<file path="src/rtl/adder_pkg.sv">
// ---------------------------------------------------------------------------
// adder_pkg
//   Shared types and helpers for the pipelined add/subtract unit.
//   - op_e     : operation select carried on the op_sub input
//   - ovf_calc : two's-complement overflow from the three sign bits
// ---------------------------------------------------------------------------
package adder_pkg;

  typedef enum logic {
    OP_ADD = 1'b0,
    OP_SUB = 1'b1
  } op_e;

  // Overflow happens only when both addends share a sign and the result's
  // sign differs from it. The second operand is the already-inverted Bx in
  // subtract mode, so one rule covers add and subtract.
  function automatic logic ovf_calc(input logic a_msb,
                                    input logic bx_msb,
                                    input logic r_msb);
    return (a_msb == bx_msb) && (r_msb != a_msb);
  endfunction

endpackage

</file>
<file path="src/rtl/pipelined_adder_if.sv">
// ---------------------------------------------------------------------------
// pipelined_adder_if
//   Operand/result stream bundle for pipelined_adder.
//   Input side : in_valid/in_ready handshake with A, B, Cin, op_sub.
//   Output side: out_valid/out_ready handshake with Result, Cout, Ovf.
//   master : the producer/consumer around the unit (drives operands, out_ready)
//   slave  : the adder itself
// ---------------------------------------------------------------------------
interface pipelined_adder_if #(
  parameter int SIZE = 32
);

  logic            in_valid;
  logic            in_ready;
  logic [SIZE-1:0] A;
  logic [SIZE-1:0] B;
  logic            Cin;
  logic            op_sub;
  logic            out_valid;
  logic            out_ready;
  logic [SIZE-1:0] Result;
  logic            Cout;
  logic            Ovf;

  modport master (
    output in_valid, A, B, Cin, op_sub, out_ready,
    input  in_ready, out_valid, Result, Cout, Ovf
  );

  modport slave (
    input  in_valid, A, B, Cin, op_sub, out_ready,
    output in_ready, out_valid, Result, Cout, Ovf
  );

endinterface

</file>
<file path="src/rtl/pipelined_adder_slice.sv">
// ---------------------------------------------------------------------------
// adder_slice
//   One registered W-bit slice of the carry chain.
//   clk, rst_n : clock, asynchronous active-low reset (clears sum and carry)
//   en         : load enable; the slice holds its value when low
//   a, b, cin  : slice operands and incoming carry
//   sum, cout  : registered slice sum and carry-out
// ---------------------------------------------------------------------------
module adder_slice #(
  parameter int W = 8
) (
  input  logic         clk,
  input  logic         rst_n,
  input  logic         en,
  input  logic [W-1:0] a,
  input  logic [W-1:0] b,
  input  logic         cin,
  output logic [W-1:0] sum,
  output logic         cout
);

  logic [W:0]   total;
  logic [W-1:0] sum_d, sum_q;
  logic         cout_d, cout_q;

  always_comb begin
    total           = {1'b0, a} + {1'b0, b} + {{W{1'b0}}, cin};
    {cout_d, sum_d} = en ? total : {cout_q, sum_q};
  end

  always_ff @(posedge clk or negedge rst_n) begin
    if (!rst_n) begin
      sum_q  <= '0;
      cout_q <= 1'b0;
    end else begin
      sum_q  <= sum_d;
      cout_q <= cout_d;
    end
  end

  assign sum  = sum_q;
  assign cout = cout_q;

endmodule

</file>
<file path="src/rtl/pipelined_adder.sv">
// ---------------------------------------------------------------------------
// pipelined_adder
//   Pipelined SIZE-bit add/subtract unit with valid/ready streaming.
//   The carry chain is cut into STAGES slices of W = SIZE/STAGES bits; slice k
//   is computed in stage k. Operand bits not yet consumed ride along in skew
//   registers, finished low sum slices ride along in align registers, so the
//   whole result appears together at the last stage, STAGES cycles after the
//   beat was accepted.
//
//   clk    : rising-edge clock
//   rst_n  : asynchronous active-low reset; discards every in-flight beat
//   bus    : slave side of pipelined_adder_if
//            in : in_valid, A, B, Cin, op_sub, out_ready
//            out: in_ready, out_valid, Result, Cout, Ovf
//
//   The whole pipe advances together (adv) whenever the output register is
//   empty or being drained; there is no bubble collapsing. Data registers only
//   load when a valid beat moves into them, so the output fields keep the last
//   delivered result while out_valid is low.
// ---------------------------------------------------------------------------
module pipelined_adder
  import adder_pkg::*;
#(
  parameter int SIZE   = 32,
  parameter int STAGES = 4
) (
  input  logic               clk,
  input  logic               rst_n,
  pipelined_adder_if.slave   bus
);

  localparam int W = SIZE / STAGES;

  if ((STAGES < 1) || (STAGES > SIZE) || ((SIZE % STAGES) != 0)) begin : g_param_check
    $error("pipelined_adder: STAGES must be in 1..SIZE and divide SIZE");
  end

  logic            adv;
  logic            out_vld;
  op_e             op;
  logic [SIZE-1:0] bx;
  logic            c0;

  // Subtract is A + ~B + 1; the incoming Cin is ignored in that mode.
  always_comb begin
    op = op_e'(bus.op_sub);
    bx = (op == OP_SUB) ? ~bus.B : bus.B;
    c0 = (op == OP_SUB) ? 1'b1 : bus.Cin;
  end

  for (genvar k = 0; k < STAGES; k++) begin : stg
    // Operand bits still waiting for a later stage once this slice is done.
    localparam int UP_W = SIZE - (k + 1) * W;

    logic                 vld_in;
    logic                 en;
    logic [W-1:0]         a_sl;
    logic [W-1:0]         b_sl;
    logic                 cin;
    logic                 sa_in, sb_in;
    logic                 vld_d, vld_q;
    logic                 sa_d, sa_q;
    logic                 sb_d, sb_q;
    logic [W-1:0]         sum;
    logic                 cout;
    logic [(k+1)*W-1:0]   done;

    // Stage source: the bus for stage 0, the previous stage otherwise.
    if (k == 0) begin : g_src
      always_comb begin
        vld_in = bus.in_valid;
        a_sl   = bus.A[W-1:0];
        b_sl   = bx[W-1:0];
        cin    = c0;
        sa_in  = bus.A[SIZE-1];
        sb_in  = bx[SIZE-1];
      end
    end else begin : g_src
      always_comb begin
        vld_in = stg[k-1].vld_q;
        a_sl   = stg[k-1].g_up.a_up_q[W-1:0];
        b_sl   = stg[k-1].g_up.b_up_q[W-1:0];
        cin    = stg[k-1].cout;
        sa_in  = stg[k-1].sa_q;
        sb_in  = stg[k-1].sb_q;
      end
    end

    always_comb begin
      en    = adv && vld_in;
      vld_d = adv ? vld_in : vld_q;
      sa_d  = en ? sa_in : sa_q;
      sb_d  = en ? sb_in : sb_q;
    end

    adder_slice #(.W(W)) u_slice (
      .clk  (clk),
      .rst_n(rst_n),
      .en   (en),
      .a    (a_sl),
      .b    (b_sl),
      .cin  (cin),
      .sum  (sum),
      .cout (cout)
    );

    always_ff @(posedge clk or negedge rst_n) begin
      if (!rst_n) begin
        vld_q <= 1'b0;
        sa_q  <= 1'b0;
        sb_q  <= 1'b0;
      end else begin
        vld_q <= vld_d;
        sa_q  <= sa_d;
        sb_q  <= sb_d;
      end
    end

    // Skew registers for the operand slices later stages still need.
    if (UP_W > 0) begin : g_up
      logic [UP_W-1:0] a_up_in, b_up_in;
      logic [UP_W-1:0] a_up_d, a_up_q;
      logic [UP_W-1:0] b_up_d, b_up_q;

      if (k == 0) begin : g_up_src
        always_comb begin
          a_up_in = bus.A[SIZE-1:W];
          b_up_in = bx[SIZE-1:W];
        end
      end else begin : g_up_src
        always_comb begin
          a_up_in = stg[k-1].g_up.a_up_q[SIZE-k*W-1:W];
          b_up_in = stg[k-1].g_up.b_up_q[SIZE-k*W-1:W];
        end
      end

      always_comb begin
        a_up_d = en ? a_up_in : a_up_q;
        b_up_d = en ? b_up_in : b_up_q;
      end

      always_ff @(posedge clk) begin
        a_up_q <= a_up_d;
        b_up_q <= b_up_d;
      end
    end

    // Align registers for the low sum slices finished in earlier stages;
    // reset so the last stage's Result reads zero out of reset.
    if (k > 0) begin : g_lo
      logic [k*W-1:0] lo_d, lo_q;

      always_comb begin
        lo_d = en ? stg[k-1].done : lo_q;
        done = {sum, lo_q};
      end

      always_ff @(posedge clk or negedge rst_n) begin
        if (!rst_n) begin
          lo_q <= '0;
        end else begin
          lo_q <= lo_d;
        end
      end
    end else begin : g_lo
      always_comb begin
        done = sum;
      end
    end
  end

  // Output stage boundary: last stage registers are the result registers.
  always_comb begin
    out_vld       = stg[STAGES-1].vld_q;
    adv           = !out_vld || bus.out_ready;
    bus.in_ready  = adv;
    bus.out_valid = out_vld;
    bus.Result    = stg[STAGES-1].done;
    bus.Cout      = stg[STAGES-1].cout;
    bus.Ovf       = ovf_calc(stg[STAGES-1].sa_q, stg[STAGES-1].sb_q,
                             stg[STAGES-1].done[SIZE-1]);
  end

endmodule

</file>
<file path="src/flat_wrapper.sv">
// flat-port wrapper written by rule: the top's interface ports become plain ports
module pipelined_adder_flat import adder_pkg::*;
#(
  parameter int SIZE   = 32,
  parameter int STAGES = 4
)
  (clk, rst_n, bus_in_valid, bus_A, bus_B, bus_Cin, bus_op_sub, bus_out_ready, bus_in_ready, bus_out_valid, bus_Result, bus_Cout, bus_Ovf);
  pipelined_adder_if #(.SIZE(SIZE)) bus_i ();
  input  logic clk;
  input  logic rst_n;
  input wire logic [$bits(bus_i.in_valid)-1:0] bus_in_valid;
  input wire logic [$bits(bus_i.A)-1:0] bus_A;
  input wire logic [$bits(bus_i.B)-1:0] bus_B;
  input wire logic [$bits(bus_i.Cin)-1:0] bus_Cin;
  input wire logic [$bits(bus_i.op_sub)-1:0] bus_op_sub;
  input wire logic [$bits(bus_i.out_ready)-1:0] bus_out_ready;
  output wire logic [$bits(bus_i.in_ready)-1:0] bus_in_ready;
  output wire logic [$bits(bus_i.out_valid)-1:0] bus_out_valid;
  output wire logic [$bits(bus_i.Result)-1:0] bus_Result;
  output wire logic [$bits(bus_i.Cout)-1:0] bus_Cout;
  output wire logic [$bits(bus_i.Ovf)-1:0] bus_Ovf;
  assign bus_i.in_valid = bus_in_valid;
  assign bus_i.A = bus_A;
  assign bus_i.B = bus_B;
  assign bus_i.Cin = bus_Cin;
  assign bus_i.op_sub = bus_op_sub;
  assign bus_i.out_ready = bus_out_ready;
  assign bus_in_ready = bus_i.in_ready;
  assign bus_out_valid = bus_i.out_valid;
  assign bus_Result = bus_i.Result;
  assign bus_Cout = bus_i.Cout;
  assign bus_Ovf = bus_i.Ovf;
  pipelined_adder #(.SIZE(SIZE), .STAGES(STAGES)) u_core (.clk(clk), .rst_n(rst_n), .bus(bus_i));
endmodule
</file>
<file path="config.mk">
export PLATFORM = sky130hd
export DESIGN_NAME = pipelined_adder_flat
export DESIGN_NICKNAME = d
export VERILOG_FILES = /design/src/rtl/adder_pkg.sv /design/src/rtl/pipelined_adder_if.sv /design/src/rtl/pipelined_adder_slice.sv /design/src/rtl/pipelined_adder.sv /design/src/flat_wrapper.sv
export SDC_FILE = /design/constraint.sdc
export NUM_CORES = 1
export LEC_CHECK = 0
export ABC_CLOCK_PERIOD_IN_PS = 2800
export CAP_MARGIN = 20
export CORE_UTILIZATION = 40
export CTS_BUF_LIST = sky130_fd_sc_hd__clkbuf_4 sky130_fd_sc_hd__clkbuf_8
export CTS_CLUSTER_SIZE = 30
export DETAILED_ROUTE_END_ITERATION = 10
export GPL_ROUTABILITY_DRIVEN = 0
export SLEW_MARGIN = 20
export SYNTH_ARGS = -nofsm -noshare
export SYNTH_HDL_FRONTEND = slang
export SYNTH_HIERARCHICAL = 1
export SYNTH_SLANG_ARGS = --single-unit
</file>
<file path="constraint.sdc">
create_clock -name clk -period 2.8 [get_ports clk]
set_clock_uncertainty 0.05 [all_clocks]
set_input_delay 0.28 -clock clk [delete_from_list [all_inputs] [get_ports clk]]
set_output_delay 0.28 -clock clk [all_outputs]
set_load 0.02 [all_outputs]
</file>
==> results.py <==
metrics = {
    "outcome": {
        "status": "finished clean",
    },
    "routing": {
        "first_pass_iters": 4,
        "routed_via_density": 4.92,
        "num_vias": 4764,
        "route.detailed.drc": 0,
        "wl_per_cell_um": 15.1,
        "met2WireLength_um": 7350,
        "routed_wl_um": 14600,
        "drt-initial-drc-count": 194,
        "wl_met3_um": 383,
        "top_layer_used": "met4",
        "drtAntennaViolNets": 0,
        "wl_met1_um": 6580,
    },
    "synth": {
        "ys_async_sr_fraction": 0.500,
        "synth_cell_types": 43,
        "yosysSeqAreaShare": 0.625,
        "synth_seq_cells": 192,
        "syn_avg_cell_area_um2": 14.8,
        "synth_cells": 571,
        "synth_edf_count": 96,
        "synth_nets": 677,
        "yosysWarnings": 6,
        "synthesis.area_um2": 8460,
        "synth_ff_type": "edfxtp_1",
    },
    "die": {
        "die_w_um": 147,
        "core_um2": 20500,
        "initial_utilization": 0.413,
        "dieArea_um2": 21700,
        "die_y_um": 147,
        "core.rowCount": 52,
        "io_pins": 106,
    },
    "worst_setup_path": {
        "slowest_stage": "fa_1",
        "crit_chain": "clkdlybuf4s50_1 > or2_2 > fa_1 > fa_1 > a211oi_2 > o21bai_1 > and4b_1 > or3_1",
        "worstPathMaxFanout": 3,
        "worst-setup-path-type": "input pin to flip-flop",
        "crit_path_frequent_cell": "fa_1",
        "worst_setup_path_end_kind": "flip-flop",
        "critPathArrivalTime_ps": 2790,
        "cp_num_buf_inv": 1,
        "cp_data_required_time_ps": 3100,
        "critPathMaxStageDelay_ps": 460,
        "critPathLaunchType": "input pin",
        "cp_top_family": "adder cells",
    },
    "clock_network": {
        "insertion_delay_ps": 460,
        "cts_tree": "done",
        "cts_buffers": 17,
        "htreeDepth": 4,
        "clkTransAtPathRegs_ps": 100,
        "cts-root-buf": "clkbuf_8",
        "clk_path_buf_depth": 2,
        "cts_num_sinks": 192,
    },
    "sta": {
        "maxSlewViolCount": 0,
        "tns_ps": 0,
        "fin_crit_sh": 0.889,
        "worst_slew_pin_slew_ps": 823,
        "fmax_mhz": 402,
        "slew_headroom": 0.452,
        "finalHoldWorstSlack_ps": 316,
        "grt_setup_unrepaired": "no",
        "hold_viol_final": 0,
        "setup_viol": 0,
        "period_minus_slack_ps": 2490,
    },
    "cells_and_area": {
        "stdcell_area_um2": 10200,
        "final_layout_size_suffix_gt1_frac": 0.183,
        "layout_common_cells": "clkdlybuf4s50_1, dfrtp_1, edfxtp_1, mux2_2, xor2_1",
        "fillers": 1757,
        "final_common_cell": "clkdlybuf4s50_1",
        "syn2layout_area_growth_pct": 20.3,
        "n_antenna_cell": 0,
        "final_nets": 791,
    },
    "power": {
        "vdd.ir_drop.worst_uv": 398,
        "p_per_area_nw_per_um2": 994,
        "leakagePower_nw": 4.03,
    },
    "global_routing": {
        "grt_max_degree": 63,
        "grt_pass1_vias": 4887,
        "antenna_found_initial": 0,
        "track_usage": 0.145,
        "grt_pass1_wl_um": 24200,
        "overflow": 0,
    },
    "worst_hold_path": {
        "hold_class": "input pin to flip-flop",
    },
    "flow_run": {
        "cap_viol_max_count": 0,
    },
    "placed_design": {
        "post-dp-hpwl_um": 10300,
        "post_dp_cell_area_um2": 9780,
        "io_buffers": 105,
    },
}
[state kept, by name, indices dropped and copies added, names as in the netlist]
name,cells
u_core/bus.out_valid,1
u_core/stg.u_slice/sum,32
u_core/stg.g_up.b_up_q,48
u_core/stg.sb_q,4
u_core/stg.vld_q,3
u_core/stg.g_lo.lo_q,48
u_core/stg.sa_q,4
u_core/stg.g_up.a_up_q,48
u_core/stg.u_slice/cout,4
[cell type report]
cell class / instances / area [µm²] / area share
sequential: 192 / 5290 / 0.519
multi-input combinational: 338 / 2930 / 0.288
timing repair buffer: 117 / 1160 / 0.114
tap: 270 / 338 / 0.0332
clock buffer: 19 / 249 / 0.0245
clock inverter: 13 / 144 / 0.0141
inverter: 19 / 71.3 / 0.00701
[power breakdown]
group          total (W)  switching, W  internal [W]
logic            0.00383       0.00187       0.00196
registers        0.00451      0.000477       0.00404
clock network    0.00177       0.00102      0.000758
[through the flow]
stage	total power [W]	utilization	worst slack, ps	std cells
6_report	0.0101	0.497	311	968
4_1_cts	0.0103	0.497	317	968
2_1_floorplan	0.00725	-	18.1	571
5_1_grt	0.0108	0.497	214	968
3_5_place_dp	0.00845	0.477	-175	935
3_3_place_gp	0.00831	0.477	-126	935
[per-layer routing]
metal  track usage  up-vias
met5             0        -
met4        0.0670        0
met3        0.0265       24
met2         0.244       88
met1         0.180     2332
li1              -     2320
[synthesized netlist by cell type, types with 3 or more instances]
cell type	n	share of area
xnor2_1	4	0.0041
buf_2	14	0.0083
nor2b_1	8	0.0059
nor3b_1	4	0.0035
fa_1	8	0.019
nand4b_1	6	0.0062
nand2_1	18	0.0080
ha_1	28	0.041
o21ai_0	34	0.020
a21o_1	6	0.0053
o22ai_1	8	0.0059
mux2_4	20	0.035
a211oi_1	12	0.011
o211ai_1	6	0.0053
inv_1	19	0.0084
a211oi_2	4	0.0059
dfrtp_1	96	0.28
mux2i_1	8	0.0095
o21ai_2	4	0.0041
nand3_1	4	0.0024
edfxtp_1	96	0.34
nand3b_1	6	0.0053
mux2_2	42	0.056
nor2_1	19	0.0084
buf_6	3	0.0040
a21oi_1	26	0.015
mux2_1	4	0.0053
xor2_1	36	0.037
buf_12	3	0.0071
[timing repair]
| item | in CTS | in global routing |
|---|---|---|
| hold buffers | 1 | 0 |
| gates resized for setup | 0 | 0 |
| setup endpoints to repair | 0 | 0 |
| buffers inserted | 0 | 0 |
| hold endpoints to repair | 61 | 0 |
[path summary, 6_finish.rpt]
| path | startpoint | to | slack [ps] | cells past startpoint |
|---|---|---|---|---|
| min in group asynchronous | rst_n | u_core/stg[3].g_lo.lo_q[9]$_DFFE_PN0P_ | 370 | 2 |
| min | bus_A[21] | u_core/stg[0].g_up.a_up_q[13]$_DFFE_PP_ | 320 | 1 |
| min reg2reg | u_core/stg[0].g_up.b_up_q[23]$_DFFE_PP_ | u_core/stg[1].g_up.b_up_q[15]$_DFFE_PP_ | 360 | 0 |
| max in group asynchronous | rst_n | u_core/stg[3].g_lo.lo_q[19]$_DFFE_PN0P_ | 1600 | 3 |
| max reg2reg | u_core/stg[0].g_up.a_up_q[0]$_DFFE_PP_ | u_core/stg[1].u_slice/sum[6]$_DFFE_PN0P_ | 320 | 6 |
| max | bus_Cin | u_core/stg[0].u_slice/sum[6]$_DFFE_PN0P_ | 310 | 8 |
[cell families after synthesis]
kind of cell    share of synthesized area
xor+xnor                           0.0414
buf+inv                            0.0287
mux                                 0.106
simple gates                       0.0522
fa+ha+maj                          0.0603
compound gates                     0.0864
flops                               0.625
Power figures use the tool's default switching activity.
